File: config.mk
export PLATFORM = sky130hd
export DESIGN_NAME = mult_accum_pipe
export DESIGN_NICKNAME = d
export VERILOG_FILES = /design/src/rtl/mult_accum_pipe.sv
export SDC_FILE = /design/constraint.sdc
export NUM_CORES = 2
export LEC_CHECK = 0
export ABC_AREA = 1
export BUFFER_PORTS_ARGS = -buffer_cell sky130_fd_sc_hd__buf_4
export CORE_ASPECT_RATIO = 1.4
export CORE_MARGIN = 3
export CORE_UTILIZATION = 50
export DETAILED_ROUTE_END_ITERATION = 10
export PLACE_DENSITY = 0.66
export SYNTH_ARGS = -nofsm -noshare
export SYNTH_HDL_FRONTEND = slang
export SYNTH_SLANG_ARGS = --single-unit
export TNS_END_PERCENT = 10
File: constraint.sdc
create_clock -name clock0 -period 7.7 [get_ports clock0]
set_clock_uncertainty 0.15 [all_clocks]
set_input_delay 1.155 -clock clock0 [delete_from_list [all_inputs] [get_ports clock0]]
set_output_delay 1.155 -clock clock0 [all_outputs]
set_load 0.005 [all_outputs]
File: src/rtl/mult_accum_pipe.sv
// rtl/mult_accum_pipe.sv - three-stage multi-lane multiply, add/subtract tree and saturating accumulator
module mult_accum_pipe #(
  parameter int NUM_MULT     = 2,
  parameter int WIDTH_A      = 16,
  parameter int WIDTH_B      = 16,
  parameter int WIDTH_RESULT = 40,
  parameter int SATURATE     = 0
) (
  input  logic                                   clock0,
  input  logic                                   aclr0,
  input  logic                                   ena0,
  input  logic                                   in_valid,
  input  logic [WIDTH_A*NUM_MULT-1:0]            dataa,
  input  logic [WIDTH_B*NUM_MULT-1:0]            datab,
  input  logic                                   signa,
  input  logic                                   signb,
  input  logic [((NUM_MULT > 1) ? NUM_MULT-1 : 1)-1:0] addnsub,
  input  logic                                   accum_en,
  input  logic                                   accum_sload,
  output logic [WIDTH_RESULT-1:0]                result,
  output logic                                   out_valid,
  output logic                                   overflow
);

  localparam int AW = (NUM_MULT > 1) ? NUM_MULT - 1 : 1;
  // Product width holds the exact product of two one-bit-extended operands.
  localparam int PW = WIDTH_A + WIDTH_B + 2;
  // Sum/accumulate width: headroom above the result so the range check never
  // sees a wrapped intermediate, even with four full-scale products.
  localparam int XW = WIDTH_RESULT + 4;
  localparam int WR = WIDTH_RESULT;

  localparam logic signed [XW-1:0] SMAX = $signed({{(XW-WR+1){1'b0}}, {(WR-1){1'b1}}});
  localparam logic signed [XW-1:0] SMIN = $signed({{(XW-WR+1){1'b1}}, {(WR-1){1'b0}}});
  localparam logic signed [XW-1:0] UMAX = $signed({{(XW-WR){1'b0}}, {WR{1'b1}}});

  // Stage 1 registers
  logic [WIDTH_A*NUM_MULT-1:0] a1;
  logic [WIDTH_B*NUM_MULT-1:0] b1;
  logic                        sa1, sb1, ae1, sl1, v1;
  logic [AW-1:0]               as1;

  // Stage 2 registers
  logic signed [PW-1:0] p2 [NUM_MULT];
  logic                 sg2, ae2, sl2, v2;
  logic [AW-1:0]        as2;

  // Combinational datapath
  logic signed [PW-1:0] prod [NUM_MULT];
  logic signed [PW-1:0] ext_a, ext_b;
  logic signed [XW-1:0] term, sum, held, acc_next;
  logic                 over_hi, over_lo;
  logic [WR-1:0]        res_next;

  // Stage 1: capture operands, mode bits and the sample valid flag
  always_ff @(posedge clock0 or negedge aclr0) begin
    if (!aclr0) begin
      a1  <= '0;
      b1  <= '0;
      sa1 <= 1'b0;
      sb1 <= 1'b0;
      as1 <= '0;
      ae1 <= 1'b0;
      sl1 <= 1'b0;
      v1  <= 1'b0;
    end else if (ena0) begin
      a1  <= dataa;
      b1  <= datab;
      sa1 <= signa;
      sb1 <= signb;
      as1 <= addnsub;
      ae1 <= accum_en;
      sl1 <= accum_sload;
      v1  <= in_valid;
    end
  end

  // Per-lane products; each operand gets a sign or zero extension bit, then widened
  always_comb begin
    ext_a = '0;
    ext_b = '0;
    for (int i = 0; i < NUM_MULT; i++) begin
      ext_a = $signed({{(PW-WIDTH_A){sa1 & a1[i*WIDTH_A+WIDTH_A-1]}}, a1[i*WIDTH_A +: WIDTH_A]});
      ext_b = $signed({{(PW-WIDTH_B){sb1 & b1[i*WIDTH_B+WIDTH_B-1]}}, b1[i*WIDTH_B +: WIDTH_B]});
      prod[i] = ext_a * ext_b;
    end
  end

  // Stage 2: register products; only the combined signedness is needed downstream
  always_ff @(posedge clock0 or negedge aclr0) begin
    if (!aclr0) begin
      for (int i = 0; i < NUM_MULT; i++) p2[i] <= '0;
      sg2 <= 1'b0;
      as2 <= '0;
      ae2 <= 1'b0;
      sl2 <= 1'b0;
      v2  <= 1'b0;
    end else if (ena0) begin
      for (int i = 0; i < NUM_MULT; i++) p2[i] <= prod[i];
      sg2 <= sa1 | sb1;
      as2 <= as1;
      ae2 <= ae1;
      sl2 <= sl1;
      v2  <= v1;
    end
  end

  // Add/subtract tree: product 0 is always added, product i follows addnsub bit i-1
  always_comb begin
    term = '0;
    sum  = {{(XW-PW){p2[0][PW-1]}}, p2[0]};
    for (int i = 1; i < NUM_MULT; i++) begin
      term = {{(XW-PW){p2[i][PW-1]}}, p2[i]};
      if (as2[i-1]) sum = sum + term;
      else          sum = sum - term;
    end
  end

  // Accumulate, range-check in this sample's signedness, then clamp or wrap
  always_comb begin
    held     = sg2 ? $signed({{(XW-WR){result[WR-1]}}, result})
                   : $signed({{(XW-WR){1'b0}}, result});
    acc_next = (sl2 || !ae2) ? sum : held + sum;
    if (sg2) begin
      over_hi = acc_next > SMAX;
      over_lo = acc_next < SMIN;
    end else begin
      over_hi = acc_next > UMAX;
      over_lo = acc_next[XW-1];
    end
    if (SATURATE != 0 && over_hi)      res_next = sg2 ? SMAX[WR-1:0] : UMAX[WR-1:0];
    else if (SATURATE != 0 && over_lo) res_next = sg2 ? SMIN[WR-1:0] : '0;
    else                               res_next = acc_next[WR-1:0];
  end

  // Stage 3: result and overflow only move on valid samples; out_valid follows v2
  always_ff @(posedge clock0 or negedge aclr0) begin
    if (!aclr0) begin
      result    <= '0;
      overflow  <= 1'b0;
      out_valid <= 1'b0;
    end else if (ena0) begin
      out_valid <= v2;
      if (v2) begin
        result   <= res_next;
        overflow <= over_hi | over_lo;
      end
    end
  end

endmodule

==> metrics.md <==
| Metric | Value |
|---|---|
| Synth area leader | fa_1 |
| Width of the die | 230 um |
| Die area | approximately 74000 sq um |
| Dpl hpwl | 81300 um |
| Yosys reg bits | about 190 |
| Post-route DRC | 0 |
| Die height | 320 um |
| Placed Area | 36800 sq um |
| Row count | about 110 |
| Max cap viols | 0 |
| Post-synth cell types | 54 |
| Xor and xnor area share after synthesis | between 2 and 3% |
| Post-synthesis sequential area ratio | a little over an eighth |
| Total number of vias | 28952 |
| Final cell count without fillers | between 5000 and 6000 |
| Post-synth EDFFs | 0 |
| Peak Freq | approximately 0.15 GHz |
| CP Data Arrival Time | between 7 and 8 ns |
| WS Path Type | flop to flop |
| RSZ-0062 raised after global routing | false |
| Final period util | 89.3% |
| # setup viols final | 0 |
| Hold path depth | 2 |
| Max Slew Vio Count | 0 |
| Largest net degree at the start of global routing | 109 |
| Clock Latency Late Sink | between 0.5 and 0.6 ns |
| Clock Tree Buf Depth | 2 |
| Grt met3 use | around 3.8% |
| Met2 usage | approximately half |
| Hold slack | 0.331 ns |
| Yosys warning total | 0 |
| Post-CTS Setup Inserts | 0 |
| Hold_buf cts | 0 |
| Ys async rst share | 100% |
| Max Fanout on Critical Path | 15 |
| Gr ovfl total | 0 |
| Ys flop type | dfrtp_1 |
| Resize count post-CTS | 0 |
| M1 GR Usage | between 30% and 40% |
| Area grow syn2layout | 6.43% |
| Pre-antenna DRT Iters | 6 |
| Final setup TNS | 0 ns |
| Net Count, Synth | 5541 |
| Setup crit end kind | flop |
| Initial Utilization | 50.7% |
| Tot GR Track Use | ~27% |
| Io pins | 115 |
| Final ANT Viol Nets | 0 |
| Inserted Clock Buffers | 17 |
| Drt wl/cell | approximately 17 um |
| Adder-Cell Fraction of Synth Area | around 43% |
| Main area contributors after synthesis | fa_1 34%, dfrtp_1 13%, nand2_1 13% |
| Average size of a mapped cell | 7.60 sq um |
| # diodes | 0 |
| Mapped cell area | about 35000 sq um |
| CTS H-tree lvls | 4 |
| Root Driver | clkbuf_16 |
| Clk sinks | roughly 190 |
| Gate count of the mapped netlist | around 4600 |
| FILL cells | 6839 |
| 1st-iter DRT viols | around 1700 |
| Synth Area in Simple Gates | 20.0% |
| Reg clk slew, reported paths | 0.08 ns |
| Outcome | complete, no violations |
| Critical Path RT | between 7 and 8 ns |
| IO buf count | around 110 |
| Routability cong. | roughly 0.98 |
| First-pass GRT wire length | 159000 um |
| Share of cells above drive strength 1 | 5.96% |
| Hold Path Class | flop to flop |
| Main combinational cell family by area after synthesis | adder cells |
| Final Hold Violating Endpoints | 0 |
| CTS tree | built |
| Routed WL | between 90000 and 100000 um |
| Post-synth top area share | between 30 and 40% |
| Mux cell area share after synthesis | 0% |
| Vias in the first global route | just over 30000 |
| Critical path startpoint category | flop |
| Core area | between 60000 and 70000 sq um |
| Initial antenna violation count | 0 |
| Compound-cell area share of the yosys netlist | around 8% |
| Nets@finish | 5533 |
| GR peak layer | met2 |
| Placed cell count | ~5500 |
| Post-DR vias/cell | around 5.2 |
| Worst-Margin Slew | 0.955 ns |
| Worst r2r path cells | 19 |
| Relative slew margins | between 30% and 40% |
| Fin crit period | 6.87 ns |
| Post-route cell area | 37400 sq um |
==> routing by layer <==
layer | routed length (um) | vias up
met3 | 4430 | 186
met4 | 4070 | 0
li1 | - | 13780
met5 | 0 | -
met1 | 37200 | 14242
met2 | 50900 | 744
==> cell usage in the layout (no fill, tap or decap), types with 16 or more instances in the layout <==
cell type	netlist	routed
buf_4	2	153
or2_2	25	25
nand2_1	1230	1230
o21ai_0	218	217
a21oi_1	178	178
clkbuf_16	0	17
nand4_1	19	19
a21o_1	16	16
xor2_1	69	69
nand3_1	127	127
ha_1	247	247
xnor2_1	33	33
fa_1	594	594
inv_1	1078	1077
a31oi_1	28	28
nor2_1	229	228
dfrtp_1	185	185
nor3_1	23	23
==> sequential cells by signal, indices dropped and copies added (netlist names), 32 cells and up <==
name / count
p2: 68
result: 40
a1: 32
b1: 32
==> final timing paths <==
check	startpoint	end	slack [ns]
worst min register to register	out_valid	out_valid	0.33
worst min-delay path	out_valid	out_valid	0.33
worst max register to register	sa1	p2[29]	0.83
min in group asynchronous	aclr0	a1[3]	0.51
max in group asynchronous	aclr0	b1[20]	5.61
worst max-delay path	sa1	p2[29]	0.83
==> cell families (layout without fill, tap and decap cells) <==
family	count (synthesis)	after routing
xor gates and xnor gates	105	105
DFF	185	185
buffers and inverters	1265	1270
AOI/OAI and AO/OA	509	509
and+or+nand+nor	1722	1722
adders and majority gates	841	841
==> stage by stage <==
step | util, % | setup WS [ns]
floorplan | - | 1.42
global placement | 53.1 | 0.923
detailed placement | 53.1 | 0.832
CTS | 54.0 | 0.821
global route | 54.0 | 0.405
finish | 54.0 | 0.828
==> Yosys cell counts (3+ instances only) <==
cell type and n:
o21bai_1 10, clkbuf_1 169, xnor2_1 33, or2_2 25
inv_1 1078, nand3b_1 9, buf_1 6, o22ai_1 4
xor2_2 3, nand4_1 19, a21boi_0 7, o21ai_1 11
nand2_1 1230, a211oi_1 7, a21oi_1 178, o21ai_0 218
nand3_2 9, nor2_1 229, nand2_2 13, nand3_1 127
xor2_1 69, buf_2 5, nor2_2 11, nor4_1 12
dfrtp_1 185, fa_1 594, a31oi_1 28, ha_1 247
o21ai_2 6, nor3_1 23, o31ai_1 4, a221oi_1 3
or2_1 3, inv_2 5, a21o_1 16, o211ai_1 5
==> critical path, stage by stage, from the launching register on <==
cell	delay [ns]
dfrtp_1	0.47
nand2_1	0.37
nor2_1	0.37
fa_1	0.64
fa_1	0.69
inv_1	0.25
fa_1	0.59
inv_1	0.05
fa_1	0.46
fa_1	0.52
fa_1	0.50
ha_1	0.38
a21o_1	0.18
inv_1	0.06
o21ai_0	0.12
a221oi_1	0.34
nand2_1	0.15
or2_2	0.29
nand3_1	0.06
o21ai_0	0.09
==> area by class of cell <==
class / instances / area (sq um) / share of cell area, %
Sequential cell: 185 / 4630 / 12.4
Inverter: 1083 / 4070 / 10.9
Clock inverter: 15 / 189 / 0.505
Timing Repair Buffer: 155 / 1170 / 3.14
Clock buffer: 17 / 425 / 1.14
Tap cell: 928 / 1160 / 3.10
Multi-Input combinational cell: 3177 / 25800 / 68.9
Power is not shown: default switching activity piles up to over one toggle a cycle in this logic, so the estimate is an artifact.
